## config.mk

```make
export PLATFORM = sky130hd
export DESIGN_NAME = vpg_mode_sequencer
export DESIGN_NICKNAME = d
export VERILOG_FILES = /design/src/rtl/vpg_mode_sequencer.sv
export SDC_FILE = /design/constraint.sdc
export NUM_CORES = 1
export LEC_CHECK = 0
export ABC_AREA = 1
export CAP_MARGIN = 20
export CORE_MARGIN = 1
export CORE_UTILIZATION = 65
export DETAILED_ROUTE_END_ITERATION = 7
export PLACE_DENSITY = 0.94
export SYNTH_ARGS = -nofsm -noshare
export SYNTH_HDL_FRONTEND = slang
export SYNTH_SLANG_ARGS = --single-unit
```

## constraint.sdc

```tcl
create_clock -name clk -period 5.84 [get_ports clk]
set_input_delay 1.168 -clock clk [delete_from_list [all_inputs] [get_ports clk]]
set_output_delay 1.168 -clock clk [all_outputs]
set_load 0.01 [all_outputs]
```

## src/rtl/vpg_mode_sequencer.sv

```systemverilog
// vpg_mode_sequencer: upstream control stage for the VPG PLL reconfiguration FSM.
// Synchronizes and debounces the board mode switches, sequences a mode change
// (hold VPG in reset, one-cycle reconfig request, wait for unlock/relock),
// and releases the video timing generator once the PLL lock has been stable.
// Optional build macro MODE_SEQ_RETRY_EN: retry a lock timeout up to MAX_RETRIES
// times before declaring a lock failure.
module vpg_mode_sequencer #(
    parameter int SYNC_STAGES     = 2,
    parameter int DEBOUNCE_CYCLES = 1024,
    parameter int HOLD_CYCLES     = 16,
    parameter int UNLOCK_TIMEOUT  = 256,
    parameter int LOCK_STABLE     = 1024,
    parameter int LOCK_TIMEOUT    = 65536,
    parameter int MAX_RETRIES     = 3
) (
    input  logic       clk,
    input  logic       reset_n,
    input  logic       clk_en,
    input  logic [2:0] mode_sel,
    input  logic       pll_locked,
    output logic [2:0] timing_mode,
    output logic       timing_mode_change,
    output logic       vpg_reset_n,
    output logic       busy,
    output logic       lock_error
);

    function automatic int max_of(input int a, input int b);
        return (a > b) ? a : b;
    endfunction

    localparam int MAX_PARAM = max_of(max_of(max_of(DEBOUNCE_CYCLES, HOLD_CYCLES),
                                             max_of(UNLOCK_TIMEOUT, LOCK_STABLE)),
                                      max_of(LOCK_TIMEOUT, MAX_RETRIES));
    localparam int CW = $clog2(MAX_PARAM) + 1;

    // The debounce accepts on the enabled cycle whose increment would bring
    // db_cnt to DEBOUNCE_CYCLES-1, i.e. after DEBOUNCE_CYCLES stable cycles.
    localparam int DB_LAST_I = (DEBOUNCE_CYCLES > 1) ? DEBOUNCE_CYCLES - 2 : 0;
    localparam logic [CW-1:0] DB_LAST      = CW'(DB_LAST_I);
    localparam logic [CW-1:0] HOLD_LAST    = CW'(HOLD_CYCLES - 1);
    localparam logic [CW-1:0] UNLOCK_LAST  = CW'(UNLOCK_TIMEOUT - 1);
    localparam logic [CW-1:0] STABLE_LAST  = CW'(LOCK_STABLE - 1);
    localparam logic [CW-1:0] TIMEOUT_LAST = CW'(LOCK_TIMEOUT - 1);

    typedef enum logic [2:0] {
        IDLE,
        HOLD,
        REQ,
        WAIT_UNLOCK,
        WAIT_LOCK,
        ERROR
    } state_t;

    function automatic logic [CW-1:0] sat_inc(input logic [CW-1:0] v);
        return (&v) ? v : v + 1'b1;
    endfunction

    logic [2:0]    mode_pipe [SYNC_STAGES];
    logic          locked_pipe [SYNC_STAGES];
    logic [2:0]    mode_sync;
    logic          locked_sync;
    logic [2:0]    mode_prev;
    logic [2:0]    accepted_mode;
    logic [CW-1:0] db_cnt;
    logic          db_accept;
    logic          pending;
    state_t        state;
    logic [CW-1:0] cnt;
    logic [CW-1:0] stable_cnt;

`ifdef MODE_SEQ_RETRY_EN
    localparam int RW = (MAX_RETRIES > 0) ? $clog2(MAX_RETRIES + 1) : 1;
    localparam logic [RW-1:0] RETRY_LAST = RW'(MAX_RETRIES);
    logic [RW-1:0] retry_cnt;
`endif

    assign mode_sync   = mode_pipe[SYNC_STAGES-1];
    assign locked_sync = locked_pipe[SYNC_STAGES-1];

    // Free-running synchronizer chains for the asynchronous switch and lock inputs
    always_ff @(posedge clk or negedge reset_n) begin
        if (!reset_n) begin
            for (int i = 0; i < SYNC_STAGES; i++) begin
                mode_pipe[i]   <= 3'd0;
                locked_pipe[i] <= 1'b0;
            end
        end else begin
            mode_pipe[0]   <= mode_sel;
            locked_pipe[0] <= pll_locked;
            for (int i = 1; i < SYNC_STAGES; i++) begin
                mode_pipe[i]   <= mode_pipe[i-1];
                locked_pipe[i] <= locked_pipe[i-1];
            end
        end
    end

    assign db_accept = (mode_sync == mode_prev) && (mode_sync != accepted_mode) &&
                       (db_cnt == DB_LAST);

    // Debounce: a new mode must hold steady for the full window before it is accepted
    always_ff @(posedge clk or negedge reset_n) begin
        if (!reset_n) begin
            mode_prev     <= 3'd0;
            accepted_mode <= 3'd0;
            db_cnt        <= '0;
        end else if (clk_en) begin
            mode_prev <= mode_sync;
            if ((mode_sync != mode_prev) || (mode_sync == accepted_mode)) begin
                db_cnt <= '0;
            end else if (db_cnt == DB_LAST) begin
                accepted_mode <= mode_sync;
                db_cnt        <= '0;
            end else begin
                db_cnt <= sat_inc(db_cnt);
            end
        end
    end

    // Sequencer FSM: applies pending modes and walks the PLL retune handshake
    always_ff @(posedge clk or negedge reset_n) begin
        if (!reset_n) begin
            state              <= IDLE;
            timing_mode        <= 3'd0;
            timing_mode_change <= 1'b0;
            vpg_reset_n        <= 1'b0;
            busy               <= 1'b1;
            lock_error         <= 1'b0;
            pending            <= 1'b1;
            cnt                <= '0;
            stable_cnt         <= '0;
`ifdef MODE_SEQ_RETRY_EN
            retry_cnt          <= '0;
`endif
        end else if (clk_en) begin
            timing_mode_change <= 1'b0;
            if (db_accept) begin
                pending <= 1'b1;
            end
            case (state)
                IDLE, ERROR: begin
                    if (pending) begin
                        timing_mode <= accepted_mode;
                        pending     <= db_accept;
                        lock_error  <= 1'b0;
                        vpg_reset_n <= 1'b0;
                        busy        <= 1'b1;
                        cnt         <= '0;
                        state       <= HOLD;
`ifdef MODE_SEQ_RETRY_EN
                        retry_cnt   <= '0;
`endif
                    end else if (state == IDLE) begin
                        busy <= db_accept;
                    end
                end
                HOLD: begin
                    if (cnt == HOLD_LAST) begin
                        cnt                <= '0;
                        timing_mode_change <= 1'b1;
                        state              <= REQ;
                    end else begin
                        cnt <= sat_inc(cnt);
                    end
                end
                REQ: begin
                    cnt   <= '0;
                    state <= WAIT_UNLOCK;
                end
                WAIT_UNLOCK: begin
                    if (!locked_sync || (cnt == UNLOCK_LAST)) begin
                        cnt        <= '0;
                        stable_cnt <= '0;
                        state      <= WAIT_LOCK;
                    end else begin
                        cnt <= sat_inc(cnt);
                    end
                end
                WAIT_LOCK: begin
                    if (locked_sync && (stable_cnt == STABLE_LAST)) begin
                        vpg_reset_n <= 1'b1;
                        busy        <= pending | db_accept;
                        cnt         <= '0;
                        stable_cnt  <= '0;
                        state       <= IDLE;
                    end else if (cnt == TIMEOUT_LAST) begin
                        cnt        <= '0;
                        stable_cnt <= '0;
`ifdef MODE_SEQ_RETRY_EN
                        if (retry_cnt == RETRY_LAST) begin
                            lock_error <= 1'b1;
                            state      <= ERROR;
                        end else begin
                            retry_cnt <= retry_cnt + 1'b1;
                            state     <= HOLD;
                        end
`else
                        lock_error <= 1'b1;
                        state      <= ERROR;
`endif
                    end else begin
                        cnt        <= sat_inc(cnt);
                        stable_cnt <= locked_sync ? sat_inc(stable_cnt) : '0;
                    end
                end
                default: begin
                    state <= IDLE;
                end
            endcase
        end
    end

endmodule

```

After elaboration in Yosys (flattened, before gate mapping):

Index checks and enable logic that the tools add are counted.
W data, S select, Z words.

* reduce and logical (&&, ||, !) cells: 23
* add/subtract/negate cells: 3
* bitwise gates (word level): 2
* mux-type cells: 37
* equality and inequality tests: 24

Operators with widths (count)
* $mux W17: 14
* $pmux W17 S5: 1
* $add A17 B1 Y17 const B: 3
* $reduce_and A17 Y1: 3
* $eq A17 B10 Y1 const B: 2
* $pmux W17 S2: 1
* $eq A17 B16 Y1 const B: 1
* $eq A17 B4 Y1 const B: 1
* $eq A17 B8 Y1 const B: 1
* $mux W3: 5
* $pmux W3 S5: 1
* $mux W1: 12
* $ne A2 B2 Y1 const B: 6
* $reduce_and A4 Y1: 3
* $reduce_and A5 Y1: 2
* $ne A3 B3 Y1 const B: 3
* $reduce_and A3 Y1: 3
* $eq A3 B2 Y1 const B: 2
* $eq A3 B3 Y1: 2
* $eq A3 B3 Y1 const B: 2
* $ne A3 B3 Y1: 2
* $pmux W1 S2: 3
* $ne A5 B5 Y1 const B: 1
* $reduce_bool A5 Y1: 1
* 10 further kinds: 14

* bits in registers: 76
* output and inout port bits: 7
* word-level logic and storage cells: 105

Logic depth before layout (Yosys ltp):

Gate-level depths: netlist of the first run.

* word-level depth: 6
* mapped depth: 13

Least setup slack after synthesis of the first run:

Ideal clock, no wire load.

* kind: input port to flip-flop
* start: input clk_en
* end: register db_cnt[16]
* arrival time: 2.135 ns
* slack: 3.579 ns
* required time: 5.714 ns
* stages on the path: 7
* library setup time: 0.126 ns
* cells stage by stage: buf_2 inv_2 nor2_1 inv_1 nand2_2 buf_6 o21ai_0

* word-level cells in the longest chain between the ends: 1

RTL lines
* start, declared: line 18 `input logic clk_en,`
* $reduce_and A2 Y1 (no source line)
* end signal, assigned: line 115 `db_cnt <= sat_inc(db_cnt);`
* end, declared: line 65 `logic [CW-1:0] db_cnt;`

No other way between the ends.
A chain may end at the register's enable or synchronous reset.

Final worst setup path of the first run:

* start: input clk_en
* end: register db_cnt[12]

Same word-level chain as after synthesis.

==> results of run 1 <==
==> per-layer routing <==
layer | GRT usage (%) | wire [um] | vias up
met5 | 0 | 0 | -
met4 | 15.1 | 273 | 0
met3 | 6.82 | 665 | 28
li1 | - | - | 2156
met2 | 56.0 | 5660 | 194
met1 | 40.5 | 4720 | 2169
==> cells in the final DEF (no fill, tap or decap), drive strengths merged, types with 3 or more instances in the layout <==
master | synthesis | layout
clkbuf | 4 | 9
nand2 | 186 | 186
nor2 | 98 | 98
dfrtp | 74 | 74
o21ai | 25 | 25
a21oi | 6 | 6
nor3 | 24 | 24
clkdlybuf4s50 | 0 | 12
xnor2 | 7 | 7
xor2 | 14 | 14
ha | 6 | 6
nand3 | 92 | 92
o21bai | 4 | 4
nand4 | 21 | 21
inv | 79 | 84
or2 | 3 | 3
==> layout make-up <==
cell class                      count  area (um2)
Clock buffer                        9         124
Clock inverter                      7        88.8
Fill cell                         540        1800
Inverter                           79         297
Multi-Input combinational cell    496        2450
Sequential cell                    76        1900
Tap cell                           96         120
Timing Repair Buffer               13         128
==> registers in the layout, indices dropped and copies added (netlist names), 3 cells and up <==
signal	cells
state	3
mode_pipe	3
cnt	17
db_cnt	17
accepted_mode	3
mode_sync	3
timing_mode	3
mode_prev	3
stable_cnt	17
==> cells by family after synthesis <==
logic type,share of synthesized area [%]
flops,40.2
xor+xnor,3.88
simple gates,41.1
fa+ha+maj,1.58
compound gates,5.09
buf+inv,8.18
==> where the power goes <==
part,internal (mW),switching (mW)
sequential,0.558,0.0384
combinational,0.0841,0.219
clock,0.209,0.235
total,0.851,0.492
==> synth_stat cells, types with 7 or more instances <==
cell,instances,area share (%)
inv_1,70,5.5
nor3_1,21,2.2
inv_2,9,0.71
nand3_1,88,9.3
nand2_1,177,14
dfrtp_1,74,39
o21ai_0,17,1.8
nand4_1,21,2.8
xnor2_1,7,1.3
o21ai_1,7,0.74
xor2_1,14,2.6
nor2_1,94,7.4
==> stage by stage <==
step	utilization, %	cells	hold slack (ns)	power [mW]
finish	74.0	776	0.356	1.34
global route	74.0	776	0.373	1.41
CTS	74.0	776	0.360	1.34
detailed placement	70.9	760	0.338	0.904
global placement	70.9	760	0.335	0.883
floorplan	-	663	0.331	0.834
==> critical path: stages <==
cell and delay, ns:
clkdlybuf4s50_1 0.72, inv_2 0.17, nor2_1 0.32, inv_1 0.25, nand2_2 0.36, o21ai_0 0.15
==> worst max path at each step <==
stage,endpoint,cells after the start,slack [ns]
3_5_place_dp,db_cnt[12]$_DFFE_PN0P_,6,2.55
5_1_grt,db_cnt[13]$_DFFE_PN0P_,7,2.74
6_report,db_cnt[12]$_DFFE_PN0P_,6,2.94
4_1_cts,db_cnt[12]$_DFFE_PN0P_,6,2.96
3_3_place_gp,cnt[12]$_DFFE_PN0P_,6,2.74
2_1_floorplan,db_cnt[16]$_DFFE_PN0P_,7,3.58
==> flow_metrics.py, run 1 <==
metrics = {
    "timing": {
        "finalHoldViolCount": 0,
        "worstMarginPinSlew_ns": 0.961,
        "clock_skew_ns": 0.0108,
        "finalCritPeriodShare_pct": 49.7,
        "period_needed_ns": 2.90,
        "relSlewSlack_pct": 35.9,
        "setup_violations": 0,
        "slew_viol_final": 0,
        "finalWorstSetupSlack_ns": 2.94,
        "finalSetupTns_ns": 0,
        "rsz0062_at_grt": "false",
        "fmax_ghz": 0.345,
    },
    "pwr": {
        "power_density_mw_per_mm2": 263,
        "ir_drop_v": 0.000198,
        "leakagePower_nw": 2.43,
    },
    "synth": {
        "synth_edf_count": 0,
        "ys_ff_latch": 76,
        "ys.flop_type": "dfrtp_1",
        "syn-num-nets": 676,
        "synth_cells": 663,
        "synth_area_mm2": 0.00474,
        "synthArstFlopShare_pct": 100,
        "ys_seq_area_share_pct": 40.2,
        "yosysUniqueCellTypes": 38,
        "avgSynthCellArea_um2": 7.15,
        "ys_warn_count": 0,
    },
    "cts": {
        "root_buffer": "clkbuf_8",
        "cts_buffers": 9,
        "clock-sinks": 76,
        "cts_tree": "built",
        "htreeDepth": 3,
        "clockBufferDepth": 2,
        "post_cts_resized": 0,
        "post_cts_buffers": 0,
        "clk_latency_ns": 0.37,
        "cts.clk_slew.worst_paths_ns": 0.09,
        "ctsHoldBuffers": 0,
    },
    "route": {
        "firstDrtPassIters": 6,
        "num_vias": 4547,
        "drc": 0,
        "via_per_inst": 5.86,
        "drt_iter0_markers": 372,
        "routedWlPerCell_um": 14.6,
        "detail-route-antenna-nets": 0,
        "routed_wl_um": 11300,
    },
    "setup_path": {
        "rr_startpoint": "stable_cnt[0]$_DFFE_PN0P_",
        "crit_type": "in -> reg",
        "r2r-end": "stable_cnt[12]$_DFFE_PN0P_",
        "arrival_ns": 3.14,
        "cp_max_fo": 20,
        "r2r_cells": 12,
        "worstPathRequired_ns": 6.08,
        "timing.critical_path.from": "clk_en",
        "worstSetupEndpointType": "flip-flop",
        "worstSetupStartpointType": "input pin",
        "ff2ff_setup_slack_ns": 3.14,
    },
    "place": {
        "port-buffer-count": 13,
        "hpwl_um": 7760,
        "place_ws_ns": 2.55,
        "place_congestion": 0.968,
        "placement.cell_area_mm2": 0.00490,
    },
    "die": {
        "dieArea_mm2": 0.00764,
        "placementRows": 30,
        "ioPinCount": 14,
        "core-area_mm2": 0.00691,
        "start_util_pct": 68.6,
        "die_y_um": 87.4,
        "dieWidth_um": 87.4,
    },
    "layout": {
        "area_growth_pct": 7.79,
        "nets": 688,
        "stdcell_area_mm2": 0.00511,
        "antenna_cells": 0,
        "drive_gt1_share_pct": 7.79,
    },
    "global_route": {
        "track_usage_pct": 33.1,
        "grt_pass1_vias": 4414,
        "overflow": 0,
        "grt_pass1_wl_um": 19600,
        "grt_start_max_net_pins": 77,
        "antenna_found_initial": 0,
    },
    "worst_hold_path": {
        "hold_class": "reg -> reg",
        "whs_path_depth": 0,
        "hold_path_end": "mode_sync[0]$_DFF_PN0_",
        "hp-start": "mode_pipe[3]$_DFF_PN0_",
    },
    "outcome": {
        "status": "finished, final reports clean",
    },
    "flow_run": {
        "maxCapViolCount": 0,
    },
}
(Power assumes the default switching activity.)
==> inputs of run 2 (changes only) <==
Settings changed: CORE_UTILIZATION 65 to 62, PLACE_DENSITY 0.94 to 0.9.
Clock period 5.84 ns to 2.85 ns, I/O delays scaled along.
==> run 2 against run 1 <==
Count of clock-buffer cells in the layout did not move. Sequential share of layout area fell by 0.24 points. Via count fell by 1.5%. Total power rose by 110%. Clock power rose by 100%. Global-route usage fell by 1.7 points. Clock skew rose by 0.0061 ns. Cell count rose by 0.90%. Register-to-register slack got worse by 2.8 ns. Wire length fell by 0.15%. Critical path depth rose by 3. Design area rose by 0.66%. Critical endpoint is now db_cnt[6]$_DFFE_PN0P_. Highest routed layer unchanged.
==> flow_metrics.py, run 2 (synthesis results as in run 1) <==
metrics = {
    "outcome": {
        "status": "finished, final reports clean",
    },
    "global_route": {
        "grt_pass1_wl_um": 19100,
        "overflow": 0,
        "grt_start_max_net_pins": 77,
        "track_usage_pct": 31.4,
        "antenna_found_initial": 0,
        "grt_pass1_vias": 4359,
    },
    "timing": {
        "fmax_ghz": 0.393,
        "rsz0062_at_grt": "false",
        "worstMarginPinSlew_ns": 0.929,
        "finalCritPeriodShare_pct": 89.4,
        "setup_violations": 0,
        "period_needed_ns": 2.55,
        "slew_viol_final": 0,
        "relSlewSlack_pct": 38.1,
        "finalHoldViolCount": 0,
        "clock_skew_ns": 0.0169,
        "finalSetupTns_ns": 0,
        "timing.hold.ws_ns": 0.340,
    },
    "cts": {
        "ctsHoldBuffers": 0,
        "root_buffer": "clkbuf_8",
        "clock-sinks": 76,
        "post_cts_buffers": 0,
        "clk_latency_ns": 0.37,
        "cts_tree": "built",
        "post_cts_resized": 0,
        "cts_buffers": 9,
        "clockBufferDepth": 2,
        "htreeDepth": 3,
        "cts.clk_slew.worst_paths_ns": 0.10,
    },
    "pwr": {
        "leakagePower_nw": 2.45,
        "p_int_mw": 1.75,
        "power_switching_mw": 1.01,
        "combPwrFrac_pct": 22.9,
        "power_density_mw_per_mm2": 537,
        "p_seq_share_pct": 44.2,
        "p_sw_share_pct": 36.6,
        "power_mw": 2.76,
        "ir_drop_v": 0.000329,
        "power_frac_clock_pct": 32.9,
    },
    "setup_path": {
        "crit_type": "reg -> reg",
        "worst_path_largest_cell_delay_ns": 0.51,
        "crit_family": "simple AND/OR/NAND/NOR gates",
        "critPathBufInv": 1,
        "worstPathRequired_ns": 3.09,
        "worstSetupEndpointType": "flip-flop",
        "cp_slowest_cell": "dfrtp_1",
        "cp_max_fo": 20,
        "worstSetupStartpointType": "flip-flop",
        "cp_cell_sequence": "ha_1 -> nand2_1 -> nor4_1 -> ha_1 -> nor2_1 -> inv_1 -> nand2_2 -> nand2_1 -> o21ai_1",
        "arrival_ns": 2.79,
    },
    "route": {
        "num_vias": 4481,
        "firstDrtPassIters": 5,
        "drt_iter0_markers": 297,
        "detail-route-antenna-nets": 0,
        "routed_wl_um": 11300,
        "routedWlPerCell_um": 14.4,
        "via_per_inst": 5.72,
        "drc": 0,
    },
    "die": {
        "dieWidth_um": 89.4,
        "core-area_mm2": 0.00733,
        "ioPinCount": 14,
        "start_util_pct": 64.7,
        "die_y_um": 89.4,
        "dieArea_mm2": 0.00800,
        "placementRows": 31,
    },
    "layout": {
        "postLayoutCoreUtil_pct": 70.2,
        "fillerInstances": 597,
        "mostFrequentLayoutCells": "nand2_1 (177), nor2_1 (94), nand3_1 (88)",
        "top_regs": "cnt x17, db_cnt x17, stable_cnt x17",
        "final_common_cell": "nand2_1",
        "area_growth_pct": 8.50,
        "antenna_cells": 0,
        "drive_gt1_share_pct": 8.33,
        "nets": 692,
        "fin_cells": 783,
    },
    "place": {
        "hpwl_um": 7940,
        "port-buffer-count": 13,
        "place_congestion": 0.948,
        "dp_cells": 767,
    },
    "worst_hold_path": {
        "hold_class": "in -> async",
    },
    "flow_run": {
        "maxCapViolCount": 0,
    },
}
## run 2: cell types whose count changed in the layout (fill, tap and decap cells not counted)
cell	change
inv_6	-1
clkinv_4	+1
buf_4	+4
## run 2: per-layer routing
layer / vias to the layer above / track usage [%] / routed length, um
met4: 0 / 12.7 / 221
met5: - / 0 / 0
met3: 25 / 6.19 / 676
met1: 2120 / 38.2 / 4830
li1: 2177 / - / -
met2: 159 / 54.7 / 5570
## run 2: power by group through the flow
stage | Combinational, mW | Sequential (mW) | Clock [mW]
detailed placement | 0.622 | 1.24 | 0
floorplan | 0.491 | 1.22 | 0
CTS | 0.627 | 1.22 | 0.918
global placement | 0.596 | 1.23 | 0
global route | 0.710 | 1.23 | 0.960
finish | 0.632 | 1.22 | 0.910
## run 2: layout make-up
class / instances / area, um2 / share of cell area [%]
multi-input cells: 496 / 2450 / 47.6
flip-flops and latches: 76 / 1900 / 37.0
inverters: 79 / 297 / 5.77
repair buffers: 17 / 158 / 3.06
clock buffers: 9 / 124 / 2.41
well taps: 99 / 124 / 2.41
clock inverters: 7 / 88.8 / 1.73
## run 2: path summary, 6_finish.rpt
check	start	endpoint	slack [ns]	cells past startpoint
setup reg to reg	db_cnt[0]$_DFFE_PN0P_	db_cnt[6]$_DFFE_PN0P_	0.30	9
setup / recovery	db_cnt[0]$_DFFE_PN0P_	db_cnt[6]$_DFFE_PN0P_	0.30	9
min in group clk	locked_pipe[1]$_DFF_PN0_	locked_sync$_DFF_PN0_	0.36	0
hold / removal	reset_n	cnt[12]$_DFFE_PN0P_	0.34	1
max in group asynchronous	reset_n	db_cnt[2]$_DFFE_PN0P_	1.91	1
hold reg to reg	locked_pipe[1]$_DFF_PN0_	locked_sync$_DFF_PN0_	0.36	0
## run 2: through the flow
step | worst slack [ns] | cell area (um2)
floorplan | 0.862 | 4740
global placement | 0.479 | 4930
detailed placement | 0.356 | 4930
CTS | 0.415 | 5140
global route | 0.0893 | 5140
finish | 0.303 | 5140
